File: src/rtl/keypad_emulator.sv
// Keypad emulator: queues digits from a valid/ready port and plays each one back
// onto the active-low row lines as a whole-frame press followed by a whole-frame release.
module keypad_emulator #(
  parameter int DEPTH          = 4,
  parameter int PRESS_FRAMES   = 2,
  parameter int RELEASE_FRAMES = 2
) (
  input  logic       clk,
  input  logic       reset,
  input  logic [3:0] column,
  output logic [3:0] row,
  input  logic [3:0] in_digit,
  input  logic       in_valid,
  output logic       in_ready,
  output logic       busy,
  output logic       pressed,
  output logic       bad_code,
  output logic       done
);

  localparam int AW   = (DEPTH > 1) ? $clog2(DEPTH) : 1;
  localparam int MAXF = (PRESS_FRAMES > RELEASE_FRAMES) ? PRESS_FRAMES : RELEASE_FRAMES;
  localparam int CW   = (MAXF > 1) ? $clog2(MAXF) : 1;

  localparam logic [AW:0]   FIFO_FULL    = (AW + 1)'(DEPTH);
  localparam logic [CW-1:0] PRESS_LAST   = CW'(PRESS_FRAMES - 1);
  localparam logic [CW-1:0] RELEASE_LAST = CW'(RELEASE_FRAMES - 1);

  typedef enum logic [1:0] {
    IDLE,
    ARM,
    PRESS,
    RELEASE
  } state_t;

  state_t          state_q, state_d;
  logic [CW-1:0]   cnt_q, cnt_d;
  logic [3:0]      key_q, key_d;
  logic [AW-1:0]   wr_ptr_q, wr_ptr_d;
  logic [AW-1:0]   rd_ptr_q, rd_ptr_d;
  logic [AW:0]     count_q, count_d;
  logic [3:0]      mem_q [DEPTH];
  logic [3:0]      mem_d [DEPTH];
  logic [3:0]      col_prev_q, col_prev_d;
  logic            done_q, done_d;
  logic            bad_code_q, bad_code_d;

  logic [7:0]      in_info;
  logic [7:0]      key_info;
  logic            in_mapped;
  logic            push;
  logic            push_store;
  logic            pop;
  logic            frame_end;

  // Returns {column strobe, row pattern}; unmapped codes come back as all ones.
  function automatic logic [7:0] key_lookup(input logic [3:0] code);
    logic [7:0] info;
    case (code)
      4'h1:    info = {4'b1110, 4'b1110};
      4'h4:    info = {4'b1110, 4'b1101};
      4'h7:    info = {4'b1110, 4'b1011};
      4'h0:    info = {4'b1110, 4'b0111};
      4'h2:    info = {4'b1101, 4'b1110};
      4'h5:    info = {4'b1101, 4'b1101};
      4'h8:    info = {4'b1101, 4'b1011};
      4'h3:    info = {4'b1011, 4'b1110};
      4'h6:    info = {4'b1011, 4'b1101};
      4'h9:    info = {4'b1011, 4'b1011};
      4'hE:    info = {4'b1011, 4'b0111};
      4'hA:    info = {4'b0111, 4'b1110};
      4'hC:    info = {4'b0111, 4'b1011};
      default: info = 8'hFF;
    endcase
    return info;
  endfunction

  assign in_info   = key_lookup(in_digit);
  assign key_info  = key_lookup(key_q);
  assign in_mapped = (in_info[7:4] != 4'hF);

  assign in_ready  = (count_q < FIFO_FULL);
  assign busy      = (count_q != '0) || (state_q != IDLE);
  assign pressed   = (state_q == PRESS);
  assign done      = done_q;
  assign bad_code  = bad_code_q;

  // Row responds to the column in the same cycle so the decoder sees a coherent pair.
  assign row = (!reset && (state_q == PRESS) && (column == key_info[7:4])) ? key_info[3:0] : 4'hF;

  always_comb begin
    push       = in_valid && in_ready;
    push_store = push && in_mapped;
    pop        = (state_q == IDLE) && (count_q != '0);
    frame_end  = (column == 4'hF) && (col_prev_q != 4'hF);

    state_d    = state_q;
    cnt_d      = cnt_q;
    key_d      = key_q;
    wr_ptr_d   = wr_ptr_q;
    rd_ptr_d   = rd_ptr_q;
    count_d    = count_q;
    mem_d      = mem_q;
    col_prev_d = column;
    done_d     = 1'b0;
    bad_code_d = push && !in_mapped;

    if (push_store) begin
      mem_d[wr_ptr_q] = in_digit;
      wr_ptr_d        = wr_ptr_q + 1'b1;
    end
    if (pop) begin
      key_d    = mem_q[rd_ptr_q];
      rd_ptr_d = rd_ptr_q + 1'b1;
    end
    if (push_store && !pop) begin
      count_d = count_q + 1'b1;
    end else if (pop && !push_store) begin
      count_d = count_q - 1'b1;
    end

    case (state_q)
      IDLE: begin
        if (pop) begin
          state_d = ARM;
        end
      end
      ARM: begin
        if (frame_end) begin
          state_d = PRESS;
          cnt_d   = '0;
        end
      end
      PRESS: begin
        if (frame_end) begin
          if (cnt_q == PRESS_LAST) begin
            cnt_d   = '0;
            state_d = RELEASE;
          end else begin
            cnt_d = cnt_q + 1'b1;
          end
        end
      end
      RELEASE: begin
        if (frame_end) begin
          if (cnt_q == RELEASE_LAST) begin
            cnt_d   = '0;
            done_d  = 1'b1;
            state_d = IDLE;
          end else begin
            cnt_d = cnt_q + 1'b1;
          end
        end
      end
      default: state_d = IDLE;
    endcase
  end

  always_ff @(posedge clk) begin
    if (reset) begin
      state_q    <= IDLE;
      cnt_q      <= '0;
      key_q      <= '0;
      wr_ptr_q   <= '0;
      rd_ptr_q   <= '0;
      count_q    <= '0;
      col_prev_q <= 4'hF;
      done_q     <= 1'b0;
      bad_code_q <= 1'b0;
      for (int i = 0; i < DEPTH; i++) begin
        mem_q[i] <= '0;
      end
    end else begin
      state_q    <= state_d;
      cnt_q      <= cnt_d;
      key_q      <= key_d;
      wr_ptr_q   <= wr_ptr_d;
      rd_ptr_q   <= rd_ptr_d;
      count_q    <= count_d;
      col_prev_q <= col_prev_d;
      done_q     <= done_d;
      bad_code_q <= bad_code_d;
      mem_q      <= mem_d;
    end
  end

endmodule

File: config.mk
export PLATFORM = sky130hd
export DESIGN_NAME = keypad_emulator
export DESIGN_NICKNAME = d
export VERILOG_FILES = /design/src/rtl/keypad_emulator.sv
export SDC_FILE = /design/constraint.sdc
export NUM_CORES = 1
export LEC_CHECK = 0
export CAP_MARGIN = 40
export CELL_PAD_IN_SITES_DETAIL_PLACEMENT = 1
export CELL_PAD_IN_SITES_GLOBAL_PLACEMENT = 1
export CORE_MARGIN = 5
export CORE_UTILIZATION = 44
export DETAILED_ROUTE_END_ITERATION = 6
export MAX_ROUTING_LAYER = met4
export PLACE_DENSITY_LB_ADDON = 0.1
export SLEW_MARGIN = 20
export SYNTH_ARGS = -nofsm -noshare
export SYNTH_HDL_FRONTEND = slang
export SYNTH_SLANG_ARGS = --single-unit
File: constraint.sdc
create_clock -name clk -period 4 [get_ports clk]
set_clock_uncertainty 0.1 [all_clocks]
set_input_delay 1 -clock clk [delete_from_list [all_inputs] [get_ports clk]]
set_output_delay 1 -clock clk [all_outputs]
set_load 0.005 [all_outputs]
==> impl_metrics.csv <==
group,metric,value,unit
outcome,status,"completed",
synthesis,synth_ff_type,"dfxtp_1",
detailed_routing,drtIter0Drc,50,
cts,htreeDepth,2,
final_layout,drive_gt1_share,11.5,%
critical_path,cp_max_fo,4,
die,coreArea,4820,µm²
die,pin_count,20,
place,place_inst,311,
flow_run,maxCapViolations,0,
cts,cts_setup_buffers,0,
critical_path,r2r-end,"key_info[2]",
cts,clk_pin_slew,0.08,ns
critical_path,r2r-start,"count_q[0]",
power_and_ir_drop,power_density,517,nW/µm²
die,start_util,46.1,%
critical_path,critPathRequiredTime,2.90,ns
detailed_routing,firstDrtPassIters,3,
timing,tightest_slew,0.560,ns
detailed_routing,wire_per_inst,13.9,µm
power_and_ir_drop,p_leak,1.19,nW
final_layout,multi_input_area,1220,µm²
cts,cts_num_sinks,44,
global_routing,grt_max_degree,44,
global_routing,grtUsageTotal,15.4,%
timing,hold_ws,0.393,ns
die,chipWidth,81.1,µm
synthesis,synth_edf_count,0,
synthesis,yosys_register_bits,44,
critical_path,reg2reg_slack,1.41,ns
timing,min_period,3.81,ns
critical_path,critPathLaunchType,"input pin",
synthesis,yosys.area.top_type,"dfxtp_1",
place,place_congestion,0.729,
die,die_area,6570,µm²
place,numPortBuffers,19,
synthesis,syn_nets,257,
synthesis,synth_cell_types,43,
timing,max-slew-margin-rel,62.7,%
place,place_ws,0.125,ns
cts,cts_tree,"done",
timing,fin_ws,0.189,ns
timing,rsz0062_at_grt,"no",
synthesis,async_flop_share,0,%
synthesis,post-synth-top-count-cell,"dfxtp_1",
timing,fin_crit_sh,95.3,%
place,dp_hpwl,3260,µm
timing,fin_setup_tns,0,ns
final_layout,final_cells,319,
synthesis,synthCells,225,
critical_path,cp_data_arrival_time,2.71,ns
timing,drv_slew,0,
cts,cts_resized,0,
global_routing,antenna_found_initial,0,
timing,max_freq,0.262,GHz
die,die_height,81.1,µm
final_layout,areaGrowthSynthToFinish,17.3,%
detailed_routing,drc,0,
timing,setup_viol,0,
worst_hold_path,hold_depth,2,
critical_path,critPathKind,"in2out",
cts,ctsHoldBuffers,0,
cts,cts_buffers,5,
timing,hold_viol,0,
final_layout,fill_cells,560,
synthesis,yosysTopAreaCellShare,39.6,%
synthesis,synth_common_cells,"dfxtp_1, nor2_1, mux2i_1",
synthesis,syn-cell-area,2220,µm²
critical_path,setup.worst_path.end,"row[0]",
power_and_ir_drop,vdd_drop_max,286,µV
detailed_routing,viasPerCell,5.04,
cts,root_buffer,"clkbuf_8",
global_routing,grt_overflow,0,
worst_hold_path,hp-class,"reg2reg",
die,placementRows,25,
critical_path,cp-startpoint,"column[3]",
synthesis,seq_area_frac_synth,39.6,%
final_layout,n_antenna_cell,0,
detailed_routing,postRouteAntennaNets,0,
cts,cts_buffer_depth,2,
synthesis,synth.avg_cell_area,9.88,µm²
critical_path,worst-r2r-cell-count,7,
worst_hold_path,hp-start,"cnt_q",
final_layout,final_nets,283,
power_and_ir_drop,total_power,1.35,mW
detailed_routing,routed_wl,4440,µm
synthesis,ys_warn_count,0,
cts,worstSkewPairLatency,0.29,ns
global_routing,grt_pass1_vias,1654,
detailed_routing,vias,1608,
global_routing,grt_pass1_wl,7690,µm
critical_path,cp-end-kind,"output pin",
final_layout,seq_area,881,µm²
synthesis,synth_area_leaders,"dfxtp_1, ha_1, mux2i_1, nor2_1, mux4_2",
-- flip-flops by register name, indices dropped and copies added, names as in the netlist --
signal	count
done	1
rd_ptr_q	2
cnt_q	1
col_prev_q	4
wr_ptr_q	2
key_info	8
bad_code	1
state_q	2
mem_q	16
key_q	4
count_q	3
-- final cells by class --
class	count	share of cell area [%]
Clock buffer	6	2.78
Clock inverter	2	1.34
Inverter	19	2.83
Multi-Input combinational cell	155	46.7
Sequential cell	44	33.8
Tap cell	67	3.21
Timing Repair Buffer	26	9.31
-- worst min-delay path by stage --
stage          endpoint
2_1_floorplan     cnt_q
3_3_place_gp   mem_q[3]
3_5_place_dp   key_q[0]
4_1_cts           cnt_q
5_1_grt           cnt_q
6_report          cnt_q
-- cells in the final DEF (no fill, tap or decap), types with 2 or more instances in the layout --
master | netlist | layout
dfxtp_1 | 44 | 44
nor2_1 | 38 | 38
mux2i_1 | 22 | 22
ha_1 | 20 | 20
clkdlybuf4s50_1 | 0 | 19
inv_1 | 17 | 17
buf_4 | 0 | 7
nand2_1 | 6 | 6
xnor2_1 | 6 | 6
o21ai_0 | 5 | 5
nand4_1 | 5 | 5
clkbuf_8 | 0 | 5
mux4_2 | 4 | 4
nand2b_1 | 4 | 4
a21oi_1 | 4 | 4
or2_2 | 4 | 4
nor3b_1 | 3 | 3
nand3_1 | 3 | 3
xor2_1 | 3 | 3
or3_1 | 3 | 3
mux2_2 | 2 | 2
a31oi_1 | 2 | 2
o41ai_1 | 2 | 2
-- report_power, final --
group	internal [mW]	switching, mW	total, mW
sequential	0.495	0.0605	0.556
clock	0.185	0.146	0.332
combinational	0.223	0.238	0.461
-- routing by layer --
metal	vias up	GRT usage, %	wire length [µm]
met4	0	3.55	42
met1	775	20.1	2210
met2	12	24.5	2100
met3	6	3.33	91
li1	815	-	-
met5	-	-	0
-- per-stage QoR --
step | utilization (%) | cell area, µm²
finish | 54.1 | 2610
global route | 54.1 | 2610
CTS | 54.1 | 2610
detailed placement | 51.9 | 2500
global placement | 51.9 | 2500
floorplan | - | 2220
-- worst max-delay path, cell delays in order --
cell	delay [ns]
clkdlybuf4s50_1	0.54
xnor2_1	0.14
nand3_1	0.09
nor4b_1	0.26
buf_4	0.18
nand2b_1	0.05
clkdlybuf4s50_1	0.45
-- kinds of logic (layout without fill, tap and decap cells) --
logic type / Yosys count / count (layout) / synth area share [%]
simple gates: 75 / 75 / 16.7
flops: 44 / 44 / 39.6
mux: 29 / 29 / 15.5
buf+inv: 26 / 53 / 5.52
fa+ha+maj: 21 / 21 / 12.2
compound gates: 21 / 21 / 6.98
xor+xnor: 9 / 9 / 3.55
No activity file was read; power rests on OpenSTA's default activity.
